$ cat config.mk
export PLATFORM = sky130hd
export DESIGN_NAME = msf_timebase
export DESIGN_NICKNAME = d
export VERILOG_FILES = /design/src/rtl/msf_pkg.sv /design/src/rtl/msf_timebase_tick_divider.sv /design/src/rtl/msf_timebase.sv
export SDC_FILE = /design/constraint.sdc
export NUM_CORES = 1
export LEC_CHECK = 0
export CAP_MARGIN = 20
export CORE_MARGIN = 1
export CORE_UTILIZATION = 57
export DETAILED_ROUTE_END_ITERATION = 12
export GPL_TIMING_DRIVEN = 0
export PLACE_DENSITY = 0.79
export SLEW_MARGIN = 20
export SYNTH_ARGS = -nofsm -noshare
export SYNTH_HDL_FRONTEND = slang
export SYNTH_SLANG_ARGS = --single-unit
$ cat constraint.sdc
create_clock -name clk_i -period 4 [get_ports clk_i]
set_clock_uncertainty 0.1 [all_clocks]
set_input_delay 0.6 -clock clk_i [delete_from_list [all_inputs] [get_ports clk_i]]
set_output_delay 0.6 -clock clk_i [all_outputs]
set_load 0.01 [all_outputs]
$ cat src/rtl/msf_pkg.sv
// Shared constants and helpers for the MSF local timebase.
// Defaults describe the production clock; modules derive their own from parameters.
package msf_pkg;

  localparam int CLK_FREQ_DEF = 12500;
  localparam int TICKS_DEF    = 10;
  localparam int TRIM_W_DEF   = 4;

  localparam int TICK_LEN   = CLK_FREQ_DEF / TICKS_DEF;
  localparam int TICK_IDX_W = $clog2(TICKS_DEF);
  localparam int OFFSET_W   = $clog2(CLK_FREQ_DEF) + 1;

  function automatic int f_idx_w(input int n);
    return (n > 1) ? $clog2(n) : 1;
  endfunction

  // Fold a position in the second into a signed phase error around zero.
  function automatic int f_wrap_offset(input int pos, input int clk_freq);
    return (pos < clk_freq / 2) ? pos : pos - clk_freq;
  endfunction

endpackage

$ cat src/rtl/msf_timebase_tick_divider.sv
// Per-tick cycle counter with a loadable length and a synchronous clear.
// last_o is the raw end-of-tick decode; the caller gates it with enable.
module tick_divider #(
  parameter int LEN_W = 4
) (
  input  logic             clk_i,
  input  logic             rst_ni,
  input  logic             en_i,
  input  logic             clr_i,
  input  logic [LEN_W-1:0] len_i,
  output logic [LEN_W-1:0] cyc_o,
  output logic             last_o
);

  logic [LEN_W-1:0] cyc_q, cyc_d;

  assign last_o = (cyc_q == len_i - 1'b1);
  assign cyc_o  = cyc_q;

  always_comb begin
    cyc_d = cyc_q;
    if (clr_i) begin
      cyc_d = '0;
    end else if (en_i) begin
      cyc_d = last_o ? '0 : cyc_q + 1'b1;
    end
  end

  always_ff @(posedge clk_i or negedge rst_ni) begin
    if (!rst_ni) begin
      cyc_q <= '0;
    end else begin
      cyc_q <= cyc_d;
    end
  end

endmodule

$ cat src/rtl/msf_timebase.sv
// MSF local timebase: ticks, seconds, per-second trim and re-phase.
// Reports signed phase error of the local second at each sync.
module msf_timebase
  import msf_pkg::*;
#(
  parameter int CLK_FREQ      = 12500,
  parameter int TICKS_PER_SEC = 10,
  parameter int TRIM_W        = 4,
  localparam int IDX_W        = f_idx_w(TICKS_PER_SEC),
  localparam int OFF_W        = $clog2(CLK_FREQ) + 1
) (
  input  logic                     clk_i,
  input  logic                     rst_ni,
  input  logic                     enable_i,
  input  logic                     sync_i,
  input  logic signed [TRIM_W-1:0] trim_i,
  output logic                     tick_o,
  output logic                     second_o,
  output logic [IDX_W-1:0]         tick_idx_o,
  output logic signed [OFF_W-1:0]  offset_o,
  output logic                     offset_valid_o
);

  localparam int TLEN  = CLK_FREQ / TICKS_PER_SEC;
  localparam int LEN_W = $clog2(TLEN) + 1;

  localparam logic [IDX_W-1:0] IDX_LAST = IDX_W'(TICKS_PER_SEC - 1);
  localparam logic [LEN_W-1:0] TLEN_V   = LEN_W'(TLEN);

  logic [IDX_W-1:0]         idx_q, idx_d;
  logic [OFF_W-1:0]         pos_q, pos_d;
  logic signed [OFF_W-1:0]  off_q, off_d;
  logic                     ov_q, ov_d;
  logic signed [TRIM_W-1:0] trim_q, trim_d;

  logic [LEN_W-1:0] len;
  logic [LEN_W-1:0] cyc;
  logic             last;
  logic             is_last_idx;
  logic             tick;

  assign is_last_idx = (idx_q == IDX_LAST);

  // Only the final tick of the second absorbs the trim.
  assign len = is_last_idx ? TLEN_V + LEN_W'(trim_q) : TLEN_V;

  tick_divider #(
    .LEN_W (LEN_W)
  ) u_div (
    .clk_i  (clk_i),
    .rst_ni (rst_ni),
    .en_i   (enable_i),
    .clr_i  (sync_i),
    .len_i  (len),
    .cyc_o  (cyc),
    .last_o (last)
  );

  assign tick     = enable_i & last;
  assign tick_o   = tick;
  assign second_o = tick & is_last_idx;

  assign tick_idx_o     = idx_q;
  assign offset_o       = off_q;
  assign offset_valid_o = ov_q;

  always_comb begin
    idx_d  = idx_q;
    pos_d  = pos_q;
    off_d  = off_q;
    ov_d   = 1'b0;
    trim_d = trim_q;
    if (sync_i) begin
      idx_d = '0;
      pos_d = '0;
      off_d = $signed(OFF_W'(f_wrap_offset(int'(pos_q), CLK_FREQ)));
      ov_d  = 1'b1;
      if (TICKS_PER_SEC == 1) trim_d = trim_i;
    end else if (enable_i) begin
      pos_d = pos_q + 1'b1;
      if (last) begin
        idx_d = is_last_idx ? '0 : idx_q + 1'b1;
        if (is_last_idx) pos_d = '0;
        // Latch trim as the last tick begins so it is stable for that tick.
        if (idx_d == IDX_LAST) trim_d = trim_i;
      end
    end
  end

  always_ff @(posedge clk_i or negedge rst_ni) begin
    if (!rst_ni) begin
      idx_q  <= '0;
      pos_q  <= '0;
      off_q  <= '0;
      ov_q   <= 1'b0;
      trim_q <= '0;
    end else begin
      idx_q  <= idx_d;
      pos_q  <= pos_d;
      off_q  <= off_d;
      ov_q   <= ov_d;
      trim_q <= trim_d;
    end
  end

  logic unused_cyc;
  assign unused_cyc = ^cyc;

endmodule

# Word level (Yosys, flattened, before mapping)
# Index checks and enable logic that the tools add are counted.
[word_totals] elab_cells=37 reg_bits=51 inputBits=8 output_inout_bits=22
[op_classes] bitwise_logic=3 reduce_logical=4 muxes=14 order_cmp=1 n_eq_ne=3 addsub=6
[ops] cell="$mux W15" n=5
[ops] cell="$mux W12" n=4
[ops] cell="$mux W4" n=4
[ops] cell="$add A15 B1 Y15 const B" n=1
[ops] cell="$lt A15 B13 Y1 const B" n=1
[ops] cell="$sub A15 B14 Y15 const B" n=1
[ops] cell="$add A11 B12 Y12 const A" n=1
[ops] cell="$add A12 B1 Y12 const B" n=1
[ops] cell="$eq A12 B12 Y1" n=1
[ops] cell="$sub A12 B1 Y12 const B" n=1
[ops] cell="$eq A4 B4 Y1 const B" n=2
[ops] cell="$add A4 B1 Y4 const B" n=1
[ops] cell="$reduce_and A4 Y1" n=1
[ops] cell="$reduce_bool A2 Y1" n=2
[ops] cell="$and A1 B1 Y1" n=2
[ops] cell="$reduce_and A2 Y1" n=1
[ops] cell="$mux W1" n=1
[ops] cell="$not A1 Y1" n=1

# Depth between registers and ports, before layout
[logic_depth] word_depth=7 depth_mapped=12 depth_no_buf=10

# Modules after synthesis
# A second synthesis with hierarchy kept.
[unflattened] hier_cells=378 area_unflattened_um2=3523.4
[by_module_without_submodules] module="msf_timebase" n_inst=1 cells_per_inst=220 area_per_inst_um2=2234.6
[by_module_without_submodules] module="tick_divider" n_inst=1 cells_per_inst=158 area_per_inst_um2=1288.7

# Least setup slack after synthesis
# Ideal clock, no wire load.
[synth_timing] kind="reg-to-output" start="reg idx_q[2], in the netlist tick_idx_o[2]" end="out second_o" arrival_ns=2.803 stages_incl_launch_ff=12 path_buffers=2 required_time_ns=3.300 setup_slack_ns=0.497 path_cell_list="dfrtp_1 > and4bb_1 > clkbuf_1 > and2_1 > ha_1 > nand4b_1 > or3_1 > a211oi_1 > a311o_1 > and3_1 > buf_4 > and3_1"
[synth_between] elab_chain_len=6
[synth_lines] item="start: declaration" line="msf_timebase.sv:30" rtl="logic [IDX_W-1:0] idx_q, idx_d;"
[synth_lines] item="start signal: assignment" line="msf_timebase.sv:98" rtl="idx_q <= idx_d;"
[synth_lines] item="$eq A4 B4 Y1 (*)" line="msf_timebase.sv:42" rtl="assign is_last_idx = (idx_q == IDX_LAST);"
[synth_lines] item="$mux W12" line="msf_timebase.sv:45" rtl="assign len = is_last_idx ? TLEN_V + LEN_W'(trim_q) : TLEN_V;"
[synth_lines] item="$sub A12 B1 Y12" line="msf_timebase_tick_divider.sv:17" rtl="assign last_o = (cyc_q == len_i - 1'b1);"
[synth_lines] item="$eq A12 B12 Y1" line="msf_timebase_tick_divider.sv:17"
[synth_lines] item="$and A1 B1 Y1" line="msf_timebase.sv:59" rtl="assign tick = enable_i & last;"
[synth_lines] item="$and A1 B1 Y1 (*)" line="msf_timebase.sv:61" rtl="assign second_o = tick & is_last_idx;"
[synth_lines] item="end: declaration" line="msf_timebase.sv:18" rtl="output logic second_o,"
# Mark *: on every way between the ends. The rest lies on a longest branch, timed or not.

# Worst setup path in the final report
[layout_timing] start="reg idx_q[0], in the netlist tick_idx_o[0]" end="out tick_o"
[layout_between] elab_chain_len=5
[layout_lines] item="$eq A4 B4 Y1" line="msf_timebase.sv:42"
[layout_lines] item="$mux W12" line="msf_timebase.sv:45"
[layout_lines] item="$sub A12 B1 Y12" line="msf_timebase_tick_divider.sv:17"
[layout_lines] item="$eq A12 B12 Y1" line="msf_timebase_tick_divider.sv:17"
[layout_lines] item="$and A1 B1 Y1" line="msf_timebase.sv:59"
[layout_lines] item="end: declaration" line="msf_timebase.sv:17" rtl="output logic tick_o,"
# No other way between the ends.

==> reports/metrics.csv <==
metric,value,unit
grt_use_met2,0.411,
setup_viol,0,
required,3300,ps
worst_ep_arrival_time,3090,ps
core,5140,um2
grt_max_degree,52,
met3_usage,0.0437,
grt_first_pass_wirelength,11.3,mm
fin_setup_tns,0,ps
grt.overflow.total,0,
postLayoutCoreUtil,0.708,
crit_path_max_incr_delay,460,ps
max_cap_viol_count,0,
maxSlewViolCount,0,
netlist_top_cells_area,"dfrtp_1 (42%), xor2_1 (3.4%), nand2_1 (3.3%)",
worstSetupEndpointType,primary output,
max_slew.worst_pin.slew,964,ps
met1_usage,0.379,
cts_tree,yes,
n_antenna_cell,0,
fin_ws,213,ps
cts_hold_buf,0,
leakage,0.00154,uW
reg2reg_to,pos_q[8],
synth_cells,335,
ys.flop_type,dfrtp_1,
start_util,0.598,
drtIter0Drc,209,
cts-root-buf,clkbuf_8,
syn-num-nets,350,
cts_max_level,2,
fillers,423,
antenna_found_initial,0,
clk_pin_slew_worst_paths,100,ps
power,945,uW
postRouteAntennaNets,0,
synth-edff-count,0,
ios,30,
synth_area_leader_cell,dfrtp_1,
hold_class,primary input to async pin,
multi_input_area,1710,um2
die-area,5690,um2
grt.busiest_layer,met2,
vias_per_cell,5.96,
wl_per_cell,15.6,um
peakVddDrop,0.000209,V
status,"complete, no violations",
hpwl,4.83,mm
seq_area_frac_synth,0.415,
grt.total_usage,0.262,
numClockSinks,51,
first_pass_iters,5,
cp_max_fo,10,
relSlewSlack,0.352,
drc,0,
synth_cell_types,59,
regToRegSetupSlack,500,ps
rows,26,
synth_warnings,0,
power.density,260,nW/um2
die_w,75.4,um
cts_made_buffers,5,
die_height,75.4,um
async_flop_share,1.00,
pre_cts_slack,-356,ps
cts_buffer_depth,2,
max_freq,264,MHz
syn_to_final_growth,18.4,%
hold_viol,0,
fin_crit,3790,ps
register_area,1280,um2
critPathKind,flop to primary output,
drt_wl_total,6.99,mm
synth.top_cell.area_share,0.415,
postSynthAreaPerCell,9.18,um2
cp_slowest_cell,dfrtp_2,
synth_seq_cells,51,
rsz0062_at_grt,no,
worstSetupStartpointType,flop,
fin_nets,393,
rr_worst_depth,13,
crit_path_cell_trace,"and4bb_1, clkbuf_8, nand2_1, ha_4, nand4b_1, or3_4, a211oi_2, a311o_1, buf_4, nand4_1, inv_1, dlygate4sd2_1",
io_buffers,29,
drive_above_1_share,0.0950,
grt_pass1_vias,2364,
netlist_area,3070,um2
fin_crit_sh,0.947,
reg2reg_from,tick_idx_o[0],
clock_latency,310,ps
route.vias.total,2675,
gp_congestion,0.860,
## per-stage QoR
stage,hold WS [ps],cell area (um2),cells
global route,251,3640,449
CTS,223,3630,450
global placement,397,3450,434
floorplan,204,3070,335
finish,197,3640,449
detailed placement,399,3450,434
## kinds of logic (layout without fill, tap and decap cells)
logic type	Yosys count	count (layout)	share of synthesized area
XOR/XNOR	22	22	0.0627
flip-flops	51	51	0.415
AO/OA/AOI/OAI	74	74	0.171
buffers and inverters	32	76	0.0407
AND/OR/NAND/NOR	137	137	0.239
adder cells (fa/ha/maj)	7	7	0.0285
multiplexers	12	12	0.0427
## what timing repair did
item | 4_1_cts | 5_1_grt
setup buffers | 8 | 0
resized for setup | 10 | 5
pin swaps | 5 | 3
cloned | 0 | 0
setup endpoints to repair | 2 | 2
## power by group
group	switching, uW	internal, uW	leakage, uW
Clock	188	127	0.0000489
Combinational	51.1	40.2	0.000798
Sequential	10.2	529	0.000690
## layout by cell type (no fill, tap or decap), types with 2 or more instances in the layout
| cell type | synthesis | final |
|---|---|---|
| inv_1 | 11 | 11 |
| o21ai_0 | 8 | 8 |
| o31ai_1 | 10 | 10 |
| clkbuf_8 | 0 | 6 |
| nand2_1 | 27 | 27 |
| ha_4 | 0 | 2 |
| or3_1 | 6 | 5 |
| o21bai_1 | 2 | 2 |
| nor2b_1 | 9 | 9 |
| nor2_1 | 24 | 24 |
| nand4_1 | 4 | 4 |
| clkdlybuf4s50_1 | 0 | 26 |
| o22ai_1 | 3 | 3 |
| dfrtp_1 | 51 | 50 |
| nor3b_1 | 2 | 2 |
| o211ai_1 | 3 | 3 |
| nand3b_1 | 2 | 2 |
| or2_2 | 2 | 2 |
| inv_6 | 0 | 2 |
| clkbuf_1 | 17 | 16 |
| and3_1 | 13 | 12 |
| xnor2_1 | 10 | 10 |
| nand3_1 | 18 | 18 |
| and2_1 | 5 | 5 |
| buf_4 | 1 | 9 |
| a21oi_1 | 20 | 20 |
| buf_1 | 2 | 2 |
| o2bb2ai_1 | 5 | 5 |
| o311ai_1 | 3 | 3 |
| nor3_1 | 7 | 7 |
| o21ai_1 | 2 | 2 |
| ha_1 | 7 | 5 |
| mux2_2 | 4 | 4 |
| mux2_1 | 5 | 5 |
| xor2_1 | 12 | 12 |
| mux2i_1 | 3 | 3 |
| a31oi_1 | 4 | 4 |
| nand2b_1 | 7 | 7 |
| and4_1 | 2 | 2 |
## worst max-delay path: cells and delay by family, from the launching register on
| family | cells | cell delay [ps] |
|---|---|---|
| buffers and inverters | 4 | 680 |
| flip-flops | 1 | 460 |
| AO/OA/AOI/OAI | 2 | 390 |
| adder cells (fa/ha/maj) | 1 | 180 |
| AND/OR/NAND/NOR | 5 | 1070 |
## routing by layer
layer	routed length, um	part of all wire
met1	3360	0.48
met2	3220	0.46
met3	338	0.048
met4	77	0.011
met5	0	0
## how the worst max path moves through the flow
stage                     depth (start not counted)       end     startpoint
after floorplan                                  11  second_o  tick_idx_o[2]
after global placement                           12  second_o  tick_idx_o[2]
after detailed placement                         12  second_o  tick_idx_o[2]
after CTS                                        12  second_o  tick_idx_o[1]
after global routing                             11  second_o  tick_idx_o[2]
final                                            12    tick_o  tick_idx_o[0]
## synthesized netlist by cell type (all sizes together) (3+ instances only)
cell type / number
mux2: 9
nand2: 27
o31ai: 10
dfrtp: 51
inv: 11
buf: 4
o21ai: 10
nor3: 7
nor2b: 9
and2: 5
nand2b: 7
o22ai: 3
o211ai: 3
a21oi: 20
nand4: 4
or3: 6
xor2: 12
ha: 7
o311ai: 3
a31oi: 4
and3: 13
clkbuf: 17
nand3: 18
xnor2: 10
nor2: 25
o2bb2ai: 5
mux2i: 3
## flip-flops by register name, summed over array words and instances, names as in the netlist
name and cells:
offset_o 15, pos_q 15, trim_q 4, offset_valid_o 1
u_div.cyc_o 12, tick_idx_o 4
## final cells by class
cell class	count	area share
Sequential cell	51	0.351
Clock inverter	3	0.00619
Timing Repair Buffer	37	0.0939
Multi-Input combinational cell	252	0.471
Inverter	11	0.0113
Clock buffer	5	0.0189
Buffer	20	0.0237
Tap cell	70	0.0241
Power figures use the tool's default switching activity.
